$ cat config.mk
export PLATFORM = sky130hd
export DESIGN_NAME = des_key_sched
export DESIGN_NICKNAME = d
export VERILOG_FILES = /design/src/rtl/des_key_sched.sv
export SDC_FILE = /design/constraint.sdc
export NUM_CORES = 1
export LEC_CHECK = 0
export CAP_MARGIN = 20
export CORE_UTILIZATION = 58
export CTS_CLUSTER_DIAMETER = 150
export DETAILED_ROUTE_END_ITERATION = 10
export PLACE_DENSITY = 0.95
export SLEW_MARGIN = 15
export SYNTH_ARGS = -nofsm -noshare
export SYNTH_HDL_FRONTEND = slang
export SYNTH_SLANG_ARGS = --single-unit
$ cat constraint.sdc
create_clock -name clk -period 4.5 [get_ports clk]
set_input_delay 1.125 -clock clk [delete_from_list [all_inputs] [get_ports clk]]
set_output_delay 1.125 -clock clk [all_outputs]
set_load 0.01 [all_outputs]
$ cat src/rtl/des_key_sched.sv
// Iterative DES key schedule. C/D halves are loaded from PC-1 and rotated once per
// accepted subkey. Encrypt order rotates left (K1..K16); decrypt order rotates right (K16..K1).
module des_key_sched (
  input  logic        clk,
  input  logic        rst_n,
  input  logic        start,
  input  logic        decrypt,
  input  logic [1:64] key,
  output logic        busy,
  output logic        subkey_valid,
  input  logic        subkey_ready,
  output logic [1:48] subkey,
  output logic [3:0]  round,
  output logic        done
);

  // state | meaning
  // IDLE  | waiting for start; C,D hold the last schedule's values
  // RUN   | subkey for the current round is presented; advance on handshake
  typedef enum logic {IDLE, RUN} state_t;

  localparam int PC1 [56] = '{
    57, 49, 41, 33, 25, 17,  9,
     1, 58, 50, 42, 34, 26, 18,
    10,  2, 59, 51, 43, 35, 27,
    19, 11,  3, 60, 52, 44, 36,
    63, 55, 47, 39, 31, 23, 15,
     7, 62, 54, 46, 38, 30, 22,
    14,  6, 61, 53, 45, 37, 29,
    21, 13,  5, 28, 20, 12,  4
  };

  localparam int PC2 [48] = '{
    14, 17, 11, 24,  1,  5,
     3, 28, 15,  6, 21, 10,
    23, 19, 12,  4, 26,  8,
    16,  7, 27, 20, 13,  2,
    41, 52, 31, 37, 47, 55,
    30, 40, 51, 45, 33, 48,
    44, 49, 39, 56, 34, 53,
    46, 42, 50, 36, 29, 32
  };

  state_t      state_q, state_d;
  logic [1:28] c_q, c_d, d_q, d_d;
  logic [3:0]  round_q, round_d;
  logic        mode_q, mode_d;
  logic        done_q, done_d;
  logic [1:56] pc1_key;
  logic [1:56] cd;
  logic        shift_two;

  function automatic logic [1:28] rotl(input logic [1:28] x, input logic two);
    return two ? {x[3:28], x[1:2]} : {x[2:28], x[1]};
  endfunction

  function automatic logic [1:28] rotr(input logic [1:28] x, input logic two);
    return two ? {x[27:28], x[1:26]} : {x[28], x[1:27]};
  endfunction

  // S(n) is 1 for n in {1,2,9,16}, otherwise 2
  function automatic logic single_shift(input logic [4:0] n);
    return (n == 5'd1) || (n == 5'd2) || (n == 5'd9) || (n == 5'd16);
  endfunction

  for (genvar i = 0; i < 56; i++) begin : g_pc1
    assign pc1_key[i+1] = key[PC1[i]];
  end

  assign cd = {c_q, d_q};
  for (genvar i = 0; i < 48; i++) begin : g_pc2
    assign subkey[i+1] = cd[PC2[i]];
  end

  assign shift_two = mode_q ? !single_shift(5'd16 - {1'b0, round_q})
                            : !single_shift({1'b0, round_q} + 5'd2);

  always_comb begin
    state_d = state_q;
    c_d     = c_q;
    d_d     = d_q;
    round_d = round_q;
    mode_d  = mode_q;
    done_d  = 1'b0;
    case (state_q)
      IDLE: begin
        if (start) begin
          c_d     = decrypt ? pc1_key[1:28]  : rotl(pc1_key[1:28], 1'b0);
          d_d     = decrypt ? pc1_key[29:56] : rotl(pc1_key[29:56], 1'b0);
          mode_d  = decrypt;
          round_d = 4'd0;
          state_d = RUN;
        end
      end
      RUN: begin
        if (subkey_ready) begin
          if (round_q == 4'd15) begin
            state_d = IDLE;
            done_d  = 1'b1;
          end else begin
            round_d = round_q + 4'd1;
            c_d     = mode_q ? rotr(c_q, shift_two) : rotl(c_q, shift_two);
            d_d     = mode_q ? rotr(d_q, shift_two) : rotl(d_q, shift_two);
          end
        end
      end
      default: state_d = IDLE;
    endcase
  end

  always_ff @(posedge clk or negedge rst_n) begin
    if (!rst_n) begin
      state_q <= IDLE;
      c_q     <= '0;
      d_q     <= '0;
      round_q <= '0;
      mode_q  <= 1'b0;
      done_q  <= 1'b0;
    end else begin
      state_q <= state_d;
      c_q     <= c_d;
      d_q     <= d_d;
      round_q <= round_d;
      mode_q  <= mode_d;
      done_q  <= done_d;
    end
  end

  assign busy         = (state_q == RUN);
  assign subkey_valid = (state_q == RUN);
  assign round        = round_q;
  assign done         = done_q;

endmodule

==> results.yml, run 1 <==
setup_path:
  crit_path_end_kind: "flip-flop"
  start_kind: "primary input"
  required_ns: 4.69
  critical-path-max-stage-delay_ns: 0.77
  crit_fanout: 59
  arrival_ns: 3.24
  cpMaxStageDelayCell: "nand3_4"
  crit_buf_inv: 1
  ff2ff_setup_slack_ns: 1.50
  path_delay_family: "simple AND/OR/NAND/NOR gates"
  path_class: "primary input to flip-flop"
  crit_chain: "clkdlybuf4s50_1, nand3_4, o41ai_1"
timing:
  fin_worst_skew_ns: 0.00972
  max_slew_margin_pct: 24.2
  max_clock_freq_mhz: 328
  hold_viol_final: 0
  period_minus_slack_ns: 3.05
  worstMarginPinSlew_ns: 1.14
  fin_crit_sh_pct: 67.7
  finalSetupViolCount: 0
  final_max_slew_viol_count: 0
  fin_tns_setup_ns: 0
  rsz0062_at_grt: "no"
routing:
  viasPerCell: 7.09
  ant_nets: 0
  route.detailed.drc: 0
  firstDrtPassIters: 5
  drtIter0Drc: 809
  vias: 6344
  wire_per_inst_um: 20.4
  routed_wl_um: 18300
worst_hold_path:
  hold_path.class: "flip-flop to flip-flop"
finish:
  num_antenna_cells: 0
  fin_nets: 829
  stdcell_count: 895
  fillers: 759
  syn_to_final_growth_pct: 13.3
  fin_util_pct: 68.7
  final_cell_area_um2: 7220
  drive_gt1_share_pct: 12.5
synth:
  yosysTopAreaCell: "dfrtp_1"
  ys_seq_area_share_pct: 24.7
  synthTopCellsByCount: "nor3_1, a211oi_1, dfrtp_1, inv_1, a21oi_1"
  synth.most_common_cell: "nor3_1"
  ys_seq_elements: 63
  async_flop_share_pct: 100
  synthesis.area_um2: 6370
  synthTopCellsByArea: "dfrtp_1, nor3_1, a211oi_1"
  synthDistinctLibCells: 35
  synth_edf_count: 0
  synth_nets: 831
  yosysTopAreaCellShare_pct: 24.7
  avgSynthCellArea_um2: 8.43
  ys.flop_type: "dfrtp_1"
  syn_inst: 756
  yosysWarnings: 0
power_and_ir_drop:
  p_total_uw: 5270
  p_leak_uw: 0.00276
  peakVddDrop_mv: 0.491
  power.density_nw_per_um2: 730
placement:
  io_buffer_count: 115
  dp_cells: 877
  hpwlAfterDp_um: 10700
  placed_area_um2: 6970
  gp_congestion: 0.815
clock_tree:
  hold_buffers: 0
  path_clk_slew_ns: 0.07
  cts.path.max_buffers: 2
  htreeDepth: 3
  cts_tree: "yes"
  numCtsBuffers: 9
  postCtsSetupBuffers: 0
  cts.sinks: 63
  insertion_delay_ns: 0.35
  ctsResizeCount: 0
  root_buffer: "clkbuf_8"
floorplanning:
  num_rows: 37
  die_h_um: 107
  io_pins: 124
  die_w_um: 107
  die_area_um2: 11400
  initial_core_util_pct: 60.7
  core_um2: 10500
grt:
  grt_pass1_wl_um: 29900
  first_global_vias: 5907
  grt_max_degree: 116
  track_usage_pct: 31.9
  grt_antenna_before_repair: 0
  grt.overflow.total: 0
status:
  status: "complete, no violations"
job:
  cap_viol_max_count: 0
-- final timing paths --
path,depth (start not counted),from,end
setup / recovery,3,subkey_ready,d_q[26]
hold / removal,2,d_q[10],d_q[10]
setup reg to reg,8,round[2],d_q[26]
hold reg to reg,2,d_q[10],d_q[10]
max in group asynchronous,3,rst_n,c_q[27]
min in group asynchronous,1,rst_n,d_q[22]
-- final cells by class --
type	count	area [um^2]	share of cell area (%)
tap	136	170	2.36
multi-input combinational	493	3770	52.3
inverter	62	234	3.24
sequential	63	1580	21.9
timing repair buffer	125	1260	17.5
clock inverter	4	45.0	0.623
clock buffer	12	155	2.15
-- worst min-delay path, delay by kind of cell (launching register included) --
family / cells / cell delay [ns]
AO/OA/AOI/OAI: 2 / 0.16
flip-flops: 1 / 0.41
-- layer usage --
metal	global-route usage (%)	routed length [um]	vias up
met5	0	0	-
met4	13.9	561	0
met3	4.01	1780	60
met2	49.1	8640	459
met1	45.0	7310	3014
li1	-	-	2811
-- layout by cell type (no fill, tap or decap), types with 3 or more instances in the layout --
cell,instances
clkinv_2,4
o41ai_2,40
ha_1,6
a21oi_1,59
clkbuf_8,11
nand2_1,6
nor2_1,3
o21ai_0,5
nor3_1,168
a211oi_2,15
inv_1,61
a211oi_1,97
o41ai_1,16
mux2i_1,56
buf_4,8
clkdlybuf4s50_1,113
dfrtp_1,61
-- state kept, by name, summed over array words and instances (netlist names) --
signal	flops
done	1
d_q	28
busy	1
mode_q	1
c_q	28
round	4
-- cells by family (layout without fill, tap and decap cells) --
| kind of cell | count (synthesis) | after routing | share of synthesized area (%) |
|---|---|---|---|
| buffers and inverters | 200 | 203 | 16.9 |
| and+or+nand+nor | 190 | 190 | 15.1 |
| adders and majority gates | 6 | 6 | 1.18 |
| xor gates and xnor gates | 1 | 1 | 0.137 |
| DFF | 63 | 63 | 24.7 |
| AOI/OAI and AO/OA | 240 | 240 | 33.2 |
| muxes | 56 | 56 | 8.79 |
-- where the power goes --
part	switching [uW]	total, uW	internal, uW	leakage [uW]
registers	527	1380	851	0.000765
logic	2010	3380	1380	0.00189
clock network	230	513	284	0.000106
total	2760	5270	2510	0.00276
-- metrics by stage --
step	setup WS [ns]	hold slack, ns
finish	1.45	0.611
global route	1.34	0.638
CTS	1.38	0.594
detailed placement	1.25	0.578
global placement	1.35	0.563
floorplan	2.13	0.528
(Power assumes the default switching activity.)
==> run 2, diff against run 1 <==
CORE_UTILIZATION = 54   (was 58)
PLACE_DENSITY = 0.91   (was 0.95)
clock period = 3.1 ns   (was 4.5 ns; I/O delays follow)
==> run 2 against run 1 <==
Net effect:
- worst setup slack worse by 0.95 ns
- via count stayed put
- worst hold slack worse by 0.017 ns
- clock skew shrank 0.0033 ns
- flip-flop and latch count is the same
- non-clock buffer count increased by 11
- total power rose by 49%
- register-to-register slack worse by 1.0 ns
- sequential power increased by 49%
- wire length decreased by 0.36%
- global-route usage fell by 2.7 points
- clock-buffer cell count rose by 1
==> results.yml, run 2 (synthesized netlist as in run 1, its figures left out) <==
clock_tree:
  root_buffer: "clkbuf_16"
  hold_buffers: 0
  postCtsSetupBuffers: 0
  numCtsBuffers: 9
  path_clk_slew_ns: 0.06
  ctsResizeCount: 0
  cts.sinks: 63
  htreeDepth: 3
  cts_tree: "yes"
  insertion_delay_ns: 0.33
  cts.path.max_buffers: 2
timing:
  fin_crit_sh_pct: 83.8
  rsz0062_at_grt: "no"
  fin_tns_setup_ns: 0
  worstMarginPinSlew_ns: 0.881
  max_slew_margin_pct: 41.3
  final_max_slew_viol_count: 0
  whs_ns: 0.594
  period_minus_slack_ns: 2.60
  finalSetupViolCount: 0
  hold_viol_final: 0
  max_clock_freq_mhz: 385
  fin_worst_skew_ns: 0.00645
setup_path:
  arrival_ns: 2.80
  start_kind: "flip-flop"
  crit_fanout: 33
  path_class: "flip-flop to flip-flop"
  crit_path_end_kind: "flip-flop"
  ff2ff_setup_slack_ns: 0.50
  required_ns: 3.30
grt:
  grt_pass1_wl_um: 29900
  grt_antenna_before_repair: 0
  first_global_vias: 5923
  grt_max_degree: 89
  track_usage_pct: 29.2
  grt.overflow.total: 0
floorplanning:
  initial_core_util_pct: 55.6
  die_area_um2: 12200
  io_pins: 124
  die_h_um: 111
  core_um2: 11500
  die_w_um: 111
  num_rows: 39
power_and_ir_drop:
  peakVddDrop_mv: 0.774
  power.density_nw_per_um2: 1060
  p_leak_uw: 0.00284
  p_total_uw: 7850
finish:
  final_cell_mix: "nor3_1, clkdlybuf4s50_1, a211oi_1"
  fillers: 876
  stdcell_count: 911
  fin_util_pct: 64.3
  drive_gt1_share_pct: 13.4
  fin_nets: 840
  syn_to_final_growth_pct: 15.8
  num_antenna_cells: 0
  final_common_cell: "nor3_1"
routing:
  ant_nets: 0
  route.detailed.drc: 0
  firstDrtPassIters: 7
  wire_per_inst_um: 20.0
  routed_wl_um: 18200
  vias: 6344
  viasPerCell: 6.96
  drtIter0Drc: 734
status:
  status: "complete, no violations"
placement:
  gp_congestion: 0.820
  dp_cells: 897
  hpwlAfterDp_um: 11200
  io_buffer_count: 115
job:
  cap_viol_max_count: 0
worst_hold_path:
  hold_path.class: "flip-flop to flip-flop"
run 2: changes by cell type in the layout (fill, tap and decap cells not counted), moves of 2 or more:
cell,delta
buf_4,+10
clkinv_2,-3
buf_12,+2
clkbuf_8,-9
clkbuf_16,+9
run 2: cell type report:
cell class	count	area (um^2)	area share [%]
sequential	63	1580	21.4
tap	143	179	2.42
inverter	62	233	3.15
multi-input combinational	493	3770	51.1
clock inverter	1	5.00	0.0678
timing repair buffer	136	1350	18.3
clock buffer	13	260	3.53
run 2: power by group:
| part | total (uW) | internal [uW] | switching (uW) |
|---|---|---|---|
| registers | 2050 | 1240 | 816 |
| logic | 4870 | 2040 | 2840 |
| clock network | 930 | 575 | 355 |
| total | 7850 | 3850 | 4010 |
run 2: final timing paths:
| kind | depth (start not counted) | from | to |
|---|---|---|---|
| setup / recovery | 8 | round[0] | d_q[17] |
| hold / removal | 2 | d_q[10] | d_q[10] |
| setup reg to reg | 8 | round[0] | d_q[17] |
| hold reg to reg | 2 | d_q[10] | d_q[10] |
| max in group asynchronous | 2 | rst_n | mode_q |
| min in group asynchronous | 2 | rst_n | d_q[21] |
run 2: per-layer routing:
metal | vias to the layer above | global-route usage (%) | wire (um)
li1 | 2835 | - | -
met1 | 3048 | 38.7 | 7320
met2 | 385 | 46.5 | 8610
met3 | 76 | 5.38 | 1600
met4 | 0 | 12.9 | 701
met5 | - | 0 | 0
run 2: stage by stage:
stage | instance area (um^2) | worst slack, ns
2_1_floorplan | 6370 | 0.945
3_3_place_gp | 7110 | 0.546
3_5_place_dp | 7110 | 0.486
4_1_cts | 7380 | 0.536
5_1_grt | 7380 | 0.330
6_report | 7380 | 0.503
run 2: worst max-delay path: stages, from the launching register on:
cell and delay (ns):
dfrtp_1 0.46, inv_1 0.14, ha_1 0.25, inv_1 0.06, o31a_2 0.50, a21o_2 0.27, buf_4 0.26, a211oi_1 0.42
o41ai_2 0.10
